`src/rtl/fp32_pkg.sv`:
```
// fp32_pkg: shared binary32 constants and divider FSM states
package fp32_pkg;
  localparam int EXP_W = 8;
  localparam int MAN_W = 23;
  localparam int BIAS = 127;
  localparam logic [31:0] QNAN = 32'h7FC00000;
  localparam int DIV_ITER = 27;
  typedef enum logic [2:0] {IDLE, PREP, DIV, ROUND, DONE} state_t;
endpackage

```
`src/rtl/fp32_lzc.sv`:
```
// fp32_lzc: 24-bit leading-zero counter, returns 24 for an all-zero input
module fp32_lzc (
  input  logic [23:0] i_d,
  output logic [4:0]  o_cnt
);
  always_comb begin
    o_cnt = 5'd24;
    for (int i = 0; i < 24; i++) if (i_d[i]) o_cnt = 5'(23 - i);
  end
endmodule

```
`src/rtl/fp32_divider_seq.sv`:
```
// fp32_divider_seq: iterative binary32 divider, radix-2 restoring, round-to-nearest-even
module fp32_divider_seq
  import fp32_pkg::*;
#(
  parameter bit FLUSH_SUBNORM = 1'b0
) (
  input  logic        clk,
  input  logic        rst_n,
  input  logic        in_valid,
  output logic        in_ready,
  input  logic [31:0] A,
  input  logic [31:0] B,
  output logic        out_valid,
  input  logic        out_ready,
  output logic [31:0] C,
  output logic        dz_flag,
  output logic        nv_flag
);
  state_t       r_state;
  logic [31:0]  r_a, r_b, r_c;
  logic         r_sign, r_spec, r_ov, r_dz, r_nv;
  logic [9:0]   r_e;
  logic [23:0]  r_mb;
  logic [25:0]  r_rem;
  logic [26:0]  r_q;
  logic [4:0]   r_cnt;
  logic [7:0]   w_xa, w_xb;
  logic [22:0]  w_fa, w_fb;
  logic         w_za, w_zb, w_ia, w_ib, w_na, w_nb, w_s, w_nv, w_dz, w_spec;
  logic [31:0]  w_spec_c;
  logic [4:0]   w_lza, w_lzb;
  logic [23:0]  w_ma, w_mb;
  logic [9:0]   w_ea, w_eb;
  logic         w_ge;
  logic [25:0]  w_sub;
  logic [26:0]  w_q1, w_qs;
  logic [9:0]   w_e1, w_shf;
  logic [4:0]   w_sh;
  logic         w_den, w_lost, w_st, w_rnd;
  logic [24:0]  w_m25;
  logic [32:0]  w_sum;
  logic [31:0]  w_res;
  assign in_ready = (r_state == IDLE);
  assign out_valid = r_ov;
  assign C = r_c;
  assign dz_flag = r_dz;
  assign nv_flag = r_nv;
  assign w_xa = r_a[30:23];
  assign w_xb = r_b[30:23];
  assign w_fa = r_a[22:0];
  assign w_fb = r_b[22:0];
  assign w_za = (w_xa == 8'd0) && (w_fa == 23'd0 || FLUSH_SUBNORM);
  assign w_zb = (w_xb == 8'd0) && (w_fb == 23'd0 || FLUSH_SUBNORM);
  assign w_ia = (&w_xa) && (w_fa == 23'd0);
  assign w_ib = (&w_xb) && (w_fb == 23'd0);
  assign w_na = (&w_xa) && (w_fa != 23'd0);
  assign w_nb = (&w_xb) && (w_fb != 23'd0);
  assign w_s = r_a[31] ^ r_b[31];
  assign w_nv = w_na | w_nb | (w_za & w_zb) | (w_ia & w_ib);
  assign w_dz = ~w_nv & ~w_ia & w_zb;
  assign w_spec = w_nv | w_ia | w_ib | w_za | w_zb;
  assign w_spec_c = w_nv ? QNAN : (w_ia | w_zb) ? {w_s, 8'hFF, 23'd0} : {w_s, 31'd0};
  fp32_lzc u_lzc_a (.i_d({|w_xa, w_fa}), .o_cnt(w_lza));
  fp32_lzc u_lzc_b (.i_d({|w_xb, w_fb}), .o_cnt(w_lzb));
  // Subnormals are renormalised so both significands enter the divider in [1,2)
  assign w_ma = {|w_xa, w_fa} << w_lza;
  assign w_mb = {|w_xb, w_fb} << w_lzb;
  assign w_ea = (w_xa == 8'd0) ? 10'd1 - 10'(w_lza) : 10'(w_xa);
  assign w_eb = (w_xb == 8'd0) ? 10'd1 - 10'(w_lzb) : 10'(w_xb);
  assign w_ge = r_rem >= {2'b0, r_mb};
  assign w_sub = w_ge ? r_rem - {2'b0, r_mb} : r_rem;
  assign w_q1 = r_q[26] ? r_q : r_q << 1;
  assign w_e1 = r_q[26] ? r_e : r_e - 10'd1;
  assign w_den = $signed(w_e1) <= 0;
  assign w_shf = 10'd1 - w_e1;
  assign w_sh = !w_den ? 5'd0 : (w_shf > 10'd26) ? 5'd26 : w_shf[4:0];
  assign w_qs = w_q1 >> w_sh;
  assign w_lost = |(w_q1 & ~({27{1'b1}} << w_sh));
  assign w_st = (r_rem != 26'd0) | w_lost | (|w_qs[1:0]);
  assign w_rnd = w_qs[2] & (w_qs[3] | w_st);
  assign w_m25 = {1'b0, w_qs[26:3]} + 25'(w_rnd);
  // Exponent minus one plus the significand with hidden bit lets a rounding carry bump the exponent
  assign w_sum = {w_den ? 10'd0 : w_e1 - 10'd1, 23'd0} + 33'(w_m25);
  assign w_res = (w_sum[32:23] >= 10'd255) ? {r_sign, 8'hFF, 23'd0} :
                 (FLUSH_SUBNORM && w_sum[30:23] == 8'd0) ? {r_sign, 31'd0} : {r_sign, w_sum[30:0]};
  always_ff @(posedge clk or negedge rst_n) begin
    if (!rst_n) begin
      r_state <= IDLE;
      r_a <= '0;
      r_b <= '0;
      r_c <= '0;
      r_sign <= 1'b0;
      r_spec <= 1'b0;
      r_ov <= 1'b0;
      r_dz <= 1'b0;
      r_nv <= 1'b0;
      r_e <= '0;
      r_mb <= '0;
      r_rem <= '0;
      r_q <= '0;
      r_cnt <= '0;
    end else begin
      case (r_state)
        IDLE: if (in_valid) begin
          r_a <= A;
          r_b <= B;
          r_state <= PREP;
        end
        PREP: begin
          r_sign <= w_s;
          r_spec <= w_spec;
          r_c <= w_spec_c;
          r_dz <= w_dz;
          r_nv <= w_nv;
          r_rem <= {2'b0, w_ma};
          r_mb <= w_mb;
          r_e <= w_ea - w_eb + 10'(BIAS);
          r_q <= '0;
          r_cnt <= '0;
          r_state <= w_spec ? ROUND : DIV;
        end
        DIV: begin
          r_rem <= {w_sub[24:0], 1'b0};
          r_q <= {r_q[25:0], w_ge};
          r_cnt <= r_cnt + 5'd1;
          if (r_cnt == 5'(DIV_ITER - 1)) r_state <= ROUND;
        end
        ROUND: begin
          if (!r_spec) r_c <= w_res;
          r_ov <= 1'b1;
          r_state <= DONE;
        end
        DONE: if (out_ready) begin
          r_ov <= 1'b0;
          r_state <= IDLE;
        end
        default: r_state <= IDLE;
      endcase
    end
  end
endmodule
```
`config.mk`:
```
export PLATFORM = sky130hd
export DESIGN_NAME = fp32_divider_seq
export DESIGN_NICKNAME = d
export VERILOG_FILES = /design/src/rtl/fp32_pkg.sv /design/src/rtl/fp32_lzc.sv /design/src/rtl/fp32_divider_seq.sv
export SDC_FILE = /design/constraint.sdc
export NUM_CORES = 1
export LEC_CHECK = 0
export ABC_AREA = 1
export BUFFER_PORTS_ARGS = -buffer_cell sky130_fd_sc_hd__buf_2
export CORE_MARGIN = 3
export CORE_UTILIZATION = 60
export DETAILED_ROUTE_END_ITERATION = 10
export PLACE_DENSITY_LB_ADDON = 0.1
export SETUP_SLACK_MARGIN = 0.3
export SLEW_MARGIN = 10
export SYNTH_ARGS = -nofsm -noshare
export SYNTH_HDL_FRONTEND = slang
export SYNTH_HIERARCHICAL = 1
export SYNTH_SLANG_ARGS = --single-unit
```
`constraint.sdc`:
```
create_clock -name clk -period 11 [get_ports clk]
set_clock_uncertainty 0.1 [all_clocks]
set_input_delay 0 -clock clk [delete_from_list [all_inputs] [get_ports clk]]
set_output_delay 0 -clock clk [all_outputs]
set_load 0.005 [all_outputs]
```
# After elaboration in Yosys (flattened, before gate mapping)

Cells that the tools add are included.
Widths: inputs -> output; s select.

Logic and storage cells: 161
Output and inout port bits: 36
Bits in registers: 196

Shift-type cells: 4
Bitwise operators: 21
Multiplexer cells: 71
Reduce and logical (&&, ||, !) cells: 27
Eq/ne operators: 9
$add $sub $neg: 11
Order comparisons: 4

Operators with widths:

| cell                  | number |
|---|---|
| $mux 5                | 34 |
| $mux 32               | 2 |
| $mux 4                | 16 |
| $pmux 32 s2           | 1 |
| $mux 31               | 2 |
| $pmux 27 s2           | 1 |
| $pmux 26 s2           | 1 |
| $shl 24x5->24         | 2 |
| $logic_not 23->1      | 2 |
| $reduce_bool 23->1    | 2 |
| $mux 10               | 4 |
| $add 33x25->33        | 1 |
| $and 27x27->27        | 1 |
| $mux 27               | 1 |
| $not 27->27           | 1 |
| $reduce_or 27->1      | 1 |
| $shl 27x5->27 const A | 1 |
| $shr 27x5->27         | 1 |
| $ge 26x24->1          | 1 |
| $reduce_bool 26->1    | 1 |
| $add 24x1->25         | 1 |
| $mux 25               | 1 |
| $sub 25x24->25        | 1 |
| $sub 10x1->10 const B | 2 |
| other kinds (31)      | 66 |

# Depth between registers and ports, before layout

Gate-level depths: netlist of run 1.

Word-level depth: 28
Gate-level depth with buffers: 44
Mapped depth without buffers: 41

# Hierarchy

The synthesis of run 1 kept the hierarchy.

Modules (own cells, without submodules):

| module           | sequential area each (µm²) | times used | area an instance (µm²) | cells each |
|---|---|---|---|---|
| fp32_divider_seq | 4904.7                     | 1          | 16308.1                | 2461 |
| fp32_lzc         | 0.0                        | 2          | 314.1                  | 74 |

# Worst setup path before layout of run 1

No wires, ideal clock.

Path type: register to register
From: register r_a[27]
To: register r_e[8]
Path buffers: 2
Clock period less this slack: 4.437 ns
Arrival: 4.201 ns
Setup time: 0.136 ns
Cell stages (with the launch flop): 28
Path slack: 6.563 ns
Path through: dfrtp_1 nor4_1 nand4_1 nor2_1 inv_1 nor3_1 a21boi_0 clkbuf_1 inv_1 clkbuf_1 ha_1 xor2_1 o21ai_0 ha_1 ha_1 a21oi_1 inv_1 a31oi_1 nor2_1 nor2_1 o21ai_0 inv_1 nor2_1 nor2_1 nor2_1 nor2_1 xor2_1 o21ai_0

Longest elaborated chain between the ends: 6
Elaborated cells on any way between the ends: 7

Ends and longest elaborated chain:

| what                   | RTL line                | source |
|---|---|---|
| from (decl)            | fp32_divider_seq.sv:20  | `logic [31:0] r_a, r_b, r_c;` |
| from (signal assigned) | fp32_divider_seq.sv:89  | `r_a <= '0;` |
| from (signal assigned) | fp32_divider_seq.sv:105 | `r_a <= A;` |
| $reduce_or 8->1        | fp32_divider_seq.sv:63  | `fp32_lzc u_lzc_a (.i_d({\|w_xa, w_fa}), .o_cnt(w_lza));` |
| $mux 5                 | fp32_lzc.sv:8           | `for (int i = 0; i < 24; i++) if (i_d[i]) o_cnt = 5'(23 - i);` |
| net w_lza[2]           | fp32_divider_seq.sv:31  | `logic [4:0] w_lza, w_lzb;` |
| $sub 1x5->6            | fp32_divider_seq.sv:68  | `assign w_ea = (w_xa == 8'd0) ? 10'd1 - 10'(w_lza) : 10'(w_xa);` |
| $mux 10                | fp32_divider_seq.sv:68  |  |
| $sub 10x10->10         | fp32_divider_seq.sv:117 | `r_e <= w_ea - w_eb + 10'(BIAS);` |
| $add 10x7->10          | fp32_divider_seq.sv:117 |  |
| to (signal assigned)   | fp32_divider_seq.sv:117 |  |
| to (decl)              | fp32_divider_seq.sv:22  | `logic [9:0] r_e;` |

The timed path passes the listed nets, and every way through them passes these cells.
A chain may end at the register's enable or synchronous reset.

# Final worst setup path of run 1

From: register r_q[26]
To: register r_c[15], in the netlist C[15]

Longest elaborated chain between the ends: 19
Elaborated cells on any way between the ends: 25

Ends and longest elaborated chain:

| what                    | RTL line                | source |
|---|---|---|
| from (decl)             | fp32_divider_seq.sv:25  | `logic [26:0] r_q;` |
| from (signal assigned)  | fp32_divider_seq.sv:124 | `r_q <= {r_q[25:0], w_ge};` |
| $mux 10                 | fp32_divider_seq.sv:73  | `assign w_e1 = r_q[26] ? r_e : r_e - 10'd1;` |
| $sub 1x10->10           | fp32_divider_seq.sv:75  | `assign w_shf = 10'd1 - w_e1;` |
| $gt 10x5->1             | fp32_divider_seq.sv:76  | `assign w_sh = !w_den ? 5'd0 : (w_shf > 10'd26) ? 5'd26 : w_shf[4:0];` |
| $mux 5 (2 in a row)     | fp32_divider_seq.sv:76  |  |
| $shl 27x5->27           | fp32_divider_seq.sv:78  | `assign w_lost = \|(w_q1 & ~({27{1'b1}} << w_sh));` |
| $not 27->27             | fp32_divider_seq.sv:78  |  |
| $and 27x27->27          | fp32_divider_seq.sv:78  |  |
| $reduce_or 27->1        | fp32_divider_seq.sv:78  |  |
| $or 1x1->1 (2 in a row) | fp32_divider_seq.sv:79  | `assign w_st = (r_rem != 26'd0) \| w_lost \| (\|w_qs[1:0]);` |
| $or 1x1->1              | fp32_divider_seq.sv:80  | `assign w_rnd = w_qs[2] & (w_qs[3] \| w_st);` |
| $and 1x1->1             | fp32_divider_seq.sv:80  |  |
| $add 24x1->25           | fp32_divider_seq.sv:81  | `assign w_m25 = {1'b0, w_qs[26:3]} + 25'(w_rnd);` |
| $add 33x25->33 (*)      | fp32_divider_seq.sv:83  | `assign w_sum = {w_den ? 10'd0 : w_e1 - 10'd1, 23'd0} + 33'(w_m25);` |
| $ge 10x8->1             | fp32_divider_seq.sv:84  | `assign w_res = (w_sum[32:23] >= 10'd255) ? {r_sign, 8'hFF, 23'd0} :` |
| $mux 31 (*)             | fp32_divider_seq.sv:84  |  |
| $mux 32 (*)             | fp32_divider_seq.sv:129 | `if (!r_spec) r_c <= w_res;` |
| $pmux 32 s2 (*)         | fp32_divider_seq.sv:103 | `case (r_state)` |
| to (signal assigned)    | fp32_divider_seq.sv:112 | `r_c <= w_spec_c;` |
| to (signal assigned)    | fp32_divider_seq.sv:129 |  |
| to (decl)               | fp32_divider_seq.sv:20  |  |

Every way passes the cells marked *; elsewhere a longest branch is shown, timed or not. The select of a mux whose other input is x is not followed.

==> flow_metrics.tcl, run 1 <==
set metrics [dict create \
    outcome "finished clean" \
    worstReg2RegStart "r_q[26]" \
    die-area_sq_um 30300 \
    postRouteAntennaNets 0 \
    mostFrequentLayoutCells "nand2_1 (646), inv_1 (314), nor2_1 (281), o21ai_0 (208), dfrtp_1 (196)" \
    worstSetupPathType "register to register" \
    leakage_nw 9.24 \
    finalPower_mw 5.66 \
    startpoint "r_q[26]" \
    setup_viol 0 \
    drv_slew 0 \
    met1_length_mm 21.5 \
    clock_latency_ns 0.46 \
    die_h_um 174 \
    drt_wl_total_mm 54.0 \
    cpPeakStageDelay_ns 0.60 \
    ys_types 62 \
    fmax_ghz 0.148 \
    h-tree-depth 4 \
    worstPathArrival_ns 7.03 \
    drtPass1Iterations 6 \
    post_cts_resized 0 \
    synth_seq_cells 196 \
    path_clk_slew_ns 0.09 \
    cap_viol_max_count 0 \
    final_area_sq_um 18900 \
    cts_tree "done" \
    cts_buffer_depth 2 \
    cts_inserted_buffers 17 \
    slowest_stage "clkinv_1" \
    synthCells 2609 \
    path_delay_family "simple AND/OR/NAND/NOR gates" \
    drc 0 \
    gp_congestion 0.974 \
    finalHoldViolCount 0 \
    num_antenna_cells 0 \
    row_count 60 \
    grt_pass1_vias 17400 \
    path_buf_inv 5 \
    area_growth_pct 11.7 \
    syn-num-nets 2731 \
    synth-edff-count 0 \
    drt_iter0_markers 1933 \
    slew_headroom_pct 25.6 \
    routedWlPerCell_um 17.4 \
    avgSynthCellArea_sq_um 6.49 \
    min_path_type "input pin to async pin" \
    grt_start_max_net_pins 116 \
    multiInputGateArea_sq_um 10200 \
    seq_area_frac_synth_pct 29.0 \
    highest_layer "met4" \
    grt_pass1_wl_mm 87.9 \
    viasPerCell 5.93 \
    wl_met2_mm 25.5 \
    die_w_um 174 \
    worst_pin_slew_ns 1.12 \
    io_pins 104 \
    peakVddDrop_uv 161 \
    vias 18300 \
    critPathMaxFanout 57 \
    drive_gt1_share_pct 10.4 \
    dpl.hpwl_mm 38.9 \
    worstSetupEndpointType "register" \
    synth-main-ff-cell "dfrtp_1" \
    seq_area_sq_um 4900 \
    setup_tns_ns 0 \
    met3_length_mm 3.93 \
    start_util_pct 62.0 \
    place_area_sq_um 17600 \
    syn_area_sq_um 16900 \
    clock_sinks 196 \
    rsz0062_at_grt "no" \
    crit_top_cell "nand2_1" \
    core-area_sq_um 27300 \
    layout_commonest_cell "nand2_1" \
    antenna_found_initial 0 \
    yosys_warnings 6 \
    period_needed_ns 6.77 \
    start_kind "register" \
    port_buffers 103 \
    fin_nets 2830 \
    grtUsageTotal_pct 35.2 \
    clockRootBuffer "clkbuf_16" \
    required_ns 11.26 \
    async_flop_share_pct 100 \
    gr-total-overflow 0 \
    post-route-period-util_pct 61.6 \
    cellPowerDensity_nw_per_um2 299 \
    fillCellCount 2362 \
]
==> state kept, by name (all words and copies together) (netlist names) <==
name and flops:
r_rem 26, r_state 3, r_a 32, r_sign 1, C 32, r_spec 1
dz_flag 1, out_valid 1, r_q 27, r_b 32, r_cnt 5, r_mb 24
r_e 10, nv_flag 1
==> repair_timing <==
item                                   in CTS  in global routing
setup buffers                               0                  0
hold buffers                               73                  0
endpoints found under the hold margin     139                  0
==> through the flow <==
stage / hold slack (ns) / util [%] / setup WS (ns) / instances
detailed placement: -0.0402 / 64.3 / 4.37 / 2988
global placement: -0.0527 / 64.3 / 4.66 / 2988
floorplan: -0.396 / - / 6.56 / 2609
finish: 0.0222 / 69.2 / 4.23 / 3093
global route: 0.0808 / 69.2 / 3.51 / 3093
CTS: 0.0300 / 69.2 / 4.28 / 3093
==> power by group <==
part	switching [mW]	total [mW]	internal, mW
Sequential	0.243	1.25	1.01
Combinational	2.55	3.74	1.19
Clock	0.359	0.673	0.315
==> per-layer routing <==
metal	GRT usage (%)	up-vias
met4	18.4	0
li1	-	8783
met1	43.0	8400
met2	59.9	938
met3	5.72	209
met5	0	-
==> final timing paths <==
kind,end,cells past startpoint,slack [ns]
max in group asynchronous,r_rem[18],4,8.76
setup / recovery,C[15],31,4.23
hold reg to reg,r_sign,2,0.38
min in group clk,r_a[22],3,0.22
setup reg to reg,C[15],31,4.23
hold / removal,r_q[16],2,0.02
==> area by class of cell <==
cell class	instances	area share, %
Inverter	339	6.75
Clock inverter	15	1.05
Clock buffer	17	2.25
Multi-Input combinational cell	1959	54.2
Sequential cell	196	25.9
Tap cell	372	2.46
Timing Repair Buffer	195	7.39
==> worst register-to-register path: cells and delay by family (launching register included) <==
| kind | cells | cell delay (ns) |
|---|---|---|
| AND/OR/NAND/NOR | 23 | 4.04 |
| AO/OA/AOI/OAI | 1 | 0.33 |
| flip-flops | 1 | 0.35 |
| buffers and inverters | 5 | 1.37 |
| adder cells (fa/ha/maj) | 2 | 0.50 |
==> cells in the mapped netlist (all sizes together) (2+ instances only) <==
cell type,count,area [sq um]
a31oi,29,181
nand2,670,2580
a311oi,2,17.5
a21oi,154,782
nor4,21,131
nand4,56,380
mux2i,24,240
a211oi,2,15.0
ha,52,651
a22oi,3,22.5
or2,9,56.3
a21boi,5,37.5
inv,335,1260
o21ai,235,1250
o221ai,4,35.0
mux2,7,78.8
clkbuf,73,274
nor2,311,1340
buf,42,259
o211ai,22,165
o31ai,5,37.5
o2111ai,4,35.0
nand3,186,973
o22ai,39,244
xor2,38,340
o21bai,9,67.6
nor3,27,145
dfrtp,196,4900
nand3b,7,52.6
o32ai,2,17.5
o21a,4,30.0
clkinv,4,15.0
a22o,3,26.3
xnor2,18,158
fa,2,40.0
==> logic make-up after synthesis <==
family	after synthesis	synth area share (%)
DFF	196	29.0
and+or+nand+nor	1288	33.5
muxes	31	1.88
xor gates and xnor gates	56	2.94
AOI/OAI and AO/OA	530	18.0
adders and majority gates	54	4.08
buffers and inverters	454	10.7
(Power assumes the default switching activity.)
==> run 2, diff against run 1 <==
clock period = 6.83 ns   (was 11 ns; I/O delays follow)
==> run 2 against run 1 <==
Design area up 0.30%. Combinational power up 62%. Register-to-register slack got worse by 3.5 ns. Utilization grew 0.21 points. Sequential power increased by 61%. Sequential share of layout area down 0.077 points. Setup slack got worse by 3.5 ns. Routed wire length is essentially flat. Critical path type unchanged.
==> flow_metrics.tcl, run 2 (synthesis results as in run 1) <==
set metrics [dict create \
    final_area_sq_um 19000 \
    start_util_pct 62.0 \
    start_kind "register" \
    grtUsageTotal_pct 34.7 \
    cap_viol_max_count 0 \
    worstSetupEndpointType "register" \
    min_path_type "input pin to register" \
    drt_wl_total_mm 54.0 \
    drive_gt1_share_pct 10.5 \
    die_w_um 174 \
    drt_iter0_markers 1928 \
    drv_slew 0 \
    leakage_nw 9.26 \
    dp_slack_ns 0.650 \
    period_needed_ns 6.06 \
    critPathMaxFanout 37 \
    sw_frac_of_total_pct 54.9 \
    row_count 60 \
    num_antenna_cells 0 \
    worstSetupPathType "register to register" \
    met3_length_mm 3.84 \
    grt_pass1_vias 17100 \
    finalHoldViolCount 0 \
    gr-total-overflow 0 \
    setup_viol 0 \
    cts_tree "done" \
    p_sw_mw 5.03 \
    io_pins 104 \
    postRouteAntennaNets 0 \
    p_comb_share_pct 66.0 \
    wl_met2_mm 26.0 \
    highest_layer "met5" \
    clock_sinks 196 \
    crit_top_cell "nand2_1" \
    cts_setup_buffers 0 \
    slew_headroom_pct 24.8 \
    place_area_sq_um 17600 \
    path_clk_slew_ns 0.09 \
    layout_commonest_cell "nand2_1" \
    fin_nets 2835 \
    rsz0062_at_grt "no" \
    grt_start_max_net_pins 117 \
    required_ns 7.11 \
    clock_power_share_pct 12.1 \
    antenna_found_initial 1 \
    die-area_sq_um 30300 \
    port_buffers 103 \
    cts_buffer_depth 2 \
    h-tree-depth 4 \
    dpl.hpwl_mm 39.2 \
    area_growth_pct 12.0 \
    drtPass1Iterations 6 \
    worst_pin_slew_ns 1.13 \
    post-route-period-util_pct 88.7 \
    outcome "finished clean" \
    grt_pass1_wl_mm 86.8 \
    final_util_pct 69.4 \
    die_h_um 174 \
    setup_tns_ns 0 \
    finalPower_mw 9.17 \
    vias 18300 \
    slowest_stage "nor2_8" \
    peakVddDrop_uv 238 \
    seqPwrFrac_pct 21.9 \
    cell_internal_pwr_mw 4.13 \
    gp_congestion 0.983 \
    hold_ws_ns 0.215 \
    dp_cells 2991 \
    met1_length_mm 21.5 \
    viasPerCell 5.91 \
    fin_ws_ns 0.775 \
    clockRootBuffer "clkbuf_16" \
    mostFrequentLayoutCells "nand2_1 (646), inv_1 (314), nor2_1 (281), o21ai_0 (208), dfrtp_1 (196)" \
    core-area_sq_um 27300 \
    drc 0 \
    routedWlPerCell_um 17.4 \
    cpPeakStageDelay_ns 0.46 \
    fmax_ghz 0.165 \
    finalNonFillerCells 3097 \
    clock_latency_ns 0.45 \
    worstPathArrival_ns 6.33 \
    cts_inserted_buffers 17 \
    cellPowerDensity_nw_per_um2 483 \
]
==> run 2: cell types whose count changed in the layout (fill, tap and decap cells not counted) <==
cell,previous run,this run
clkinv_8,5,1
buf_4,19,22
bufinv_16,0,3
inv_6,1,4
inv_8,4,2
clkbuf_8,1,2
dlygate4sd3_1,73,74
inv_12,1,0
inv_16,1,0
nand3_4,1,2
==> run 2: timing repair <==
| item | in CTS | in global routing |
|---|---|---|
| hold buffers | 74 | 0 |
| setup endpoints to repair | 0 | 22 |
| hold endpoints to repair | 117 | 0 |
| gates resized for setup | 0 | 1 |
==> run 2: area by class of cell <==
type / count / area [sq um]
inverters: 339 / 1280
clock buffers: 18 / 439
clock inverters: 13 / 190
fillers: 2316 / 8360
flip-flops and latches: 196 / 4900
repair buffers: 199 / 1430
multi-input cells: 1960 / 10300
well taps: 372 / 465
==> run 2: critical path, delay by kind of cell, from the launching register on <==
family | cells | cell delay (ns)
and+or+nand+nor | 23 | 3.67
AOI/OAI and AO/OA | 2 | 0.55
buffers and inverters | 3 | 0.38
DFF | 1 | 0.39
adders and majority gates | 3 | 0.84
==> run 2: metal layers <==
metal | track usage [%] | up-vias
li1 | - | 8800
met5 | 0 | -
met1 | 43.2 | 8434
met2 | 59.9 | 876
met3 | 5.09 | 181
met4 | 15.3 | 2
==> run 2: path summary, 6_finish.rpt <==
path | startpoint | endpoint | slack (ns) | cells past startpoint
max | r_e[1] | C[15] | 0.77 | 31
min | A[30] | r_a[30] | 0.22 | 3
max reg2reg | r_e[1] | C[15] | 0.77 | 31
min reg2reg | r_sign | r_sign | 0.38 | 2
max in group asynchronous | rst_n | r_q[20] | 4.50 | 4
min in group asynchronous | rst_n | r_q[21] | 0.49 | 3
==> run 2: power by group through the flow <==
stage	registers (mW)	clock network, mW	logic, mW
floorplan	1.91	0	4.43
global placement	1.99	0	5.67
detailed placement	2.00	0	5.77
CTS	1.99	1.12	5.89
global route	2.06	1.17	6.67
finish	2.01	1.11	6.05
==> run 3, diff against run 2 <==
CORE_UTILIZATION = 45   (was 60)
SETUP_SLACK_MARGIN = 0.05   (was 0.3)
==> run 3 against run 2 <==
First-iteration DRC count is 21% lower. Critical path type unchanged. Power hardly changed. Routed wire length is 2.7% higher. Critical endpoint is now C[0]. Non-clock buffer count is 14 higher. Final cell count is 4.6% higher. Combinational power hardly changed. Sequential power hardly changed. Global-route usage is 6.8 points lower. Sequential share of layout area is 0.44 points lower. Setup slack worse by 0.21 ns.
==> flow_metrics.tcl, run 3 (synthesis results as in run 1) <==
set metrics [dict create \
    min_path_type "input pin to register" \
    num_antenna_cells 0 \
    io_pins 104 \
    cellPowerDensity_nw_per_um2 475 \
    crit_top_cell "nand2_1" \
    worstReg2RegStart "r_e[1]" \
    dpl.hpwl_mm 42.2 \
    cts_inserted_buffers 17 \
    setup_viol 0 \
    fin_nets 2848 \
    path_delay_family "simple AND/OR/NAND/NOR gates" \
    grt_pass1_wl_mm 89.2 \
    clock_latency_ns 0.46 \
    drv_slew 0 \
    core-area_sq_um 36900 \
    peakVddDrop_uv 402 \
    worstPathArrival_ns 6.49 \
    grt_pass1_vias 16800 \
    post-route-period-util_pct 91.7 \
    cap_viol_max_count 0 \
    mostFrequentLayoutCells "nand2_1 (646), inv_1 (314), nor2_1 (281), o21ai_0 (208), dfrtp_1 (196)" \
    row_count 70 \
    grtUsageTotal_pct 27.9 \
    worstHoldStart "A[22]" \
    gr-total-overflow 0 \
    h-tree-depth 4 \
    die_h_um 200 \
    routedWlPerCell_um 17.1 \
    finalHoldViolCount 0 \
    worstSetupEndpointType "register" \
    cts_tree "done" \
    required_ns 7.06 \
    area_growth_pct 14.0 \
    antenna_found_initial 0 \
    die_w_um 200 \
    drtPass1Iterations 6 \
    postRouteAntennaNets 0 \
    start_kind "register" \
    setup_tns_ns 0 \
    fmax_ghz 0.160 \
    grt_start_max_net_pins 158 \
    startpoint "r_e[1]" \
    clockRootBuffer "clkbuf_16" \
    leakage_nw 9.35 \
    critPathMaxFanout 36 \
    gp_congestion 0.930 \
    drt_wl_total_mm 55.4 \
    outcome "finished clean" \
    worstSetupPathType "register to register" \
    start_util_pct 45.9 \
    cpPeakStageDelay_ns 0.51 \
    fillCellCount 3758 \
    drive_gt1_share_pct 10.4 \
    die-area_sq_um 40000 \
    layout_commonest_cell "nand2_1" \
    clock_sinks 196 \
    drc 0 \
    worst_pin_slew_ns 1.16 \
    port_buffers 103 \
    rsz0062_at_grt "no" \
    slew_headroom_pct 22.6 \
    final_util_pct 52.3 \
    viasPerCell 5.41 \
    vias 17500 \
    drt_iter0_markers 1521 \
    period_needed_ns 6.27 \
    path_clk_slew_ns 0.08 \
    slowest_stage "nor2_8" \
    path_buf_inv 6 \
    cts_buffer_depth 2 \
]
[run 3: changes by cell type in the layout (fill, tap and decap cells not counted), sizes merged]
cell | before | now
nand3 | 187 | 186
bufinv | 3 | 4
dlygate4sd3 | 74 | 89
clkinv | 8 | 6
inv | 341 | 340
buf | 124 | 123
clkinvlp | 0 | 1
[run 3: tightest hold or removal path: stages]
cell           delay [ns]
dlygate4sd3_1        0.51
buf_2                0.09
mux2_2               0.13
[run 3: metrics by stage]
stage	power (mW)	hold slack (ns)	area, sq um	cells	worst slack (ns)
floorplan	6.34	-0.396	16900	2609	2.39
global placement	7.86	-0.149	17700	3121	0.461
detailed placement	7.89	-0.146	17700	3121	0.438
CTS	9.14	0.181	19300	3241	0.394
global route	10.0	0.211	19300	3241	0.107
finish	9.17	0.207	19300	3241	0.564
[run 3: final timing paths]
path / end / slack (ns) / cells past startpoint
setup / recovery: C[0] / 0.56 / 31
hold / removal: r_a[22] / 0.21 / 3
setup reg to reg: C[0] / 0.56 / 31
hold reg to reg: r_sign / 0.37 / 2
max in group asynchronous: C[23] / 5.25 / 4
min in group asynchronous: r_q[15] / 0.52 / 4
[run 3: layout make-up]
cell class	instances	area, sq um	area share [%]
inverter	339	1280	6.62
clock inverter	12	194	1.00
sequential	196	4900	25.4
multi-input combinational	1959	10300	53.1
clock buffer	18	439	2.28
timing repair buffer	213	1600	8.28
tap	504	631	3.27
[run 3: report_power, final]
group          switching, mW  internal (mW)
clock                  0.494          0.629
combinational           4.11           1.95
sequential             0.365           1.62
[run 3: repair_timing]
| item | CTS | global route |
|---|---|---|
| buffers inserted | 0 | 0 |
| hold buffers | 90 | 0 |
| setup endpoints to repair | 0 | 21 |
| resized for setup | 0 | 1 |
| endpoints found under the hold margin | 146 | 0 |
[run 3: metal layers]
layer | share of wire (%) | vias up | GRT usage (%)
met5 | 0 | - | 0
met4 | 3.4 | 0 | 9.95
met3 | 3.9 | 102 | 3.27
met2 | 48 | 469 | 47.8
met1 | 45 | 8112 | 36.6
li1 | - | 8836 | -
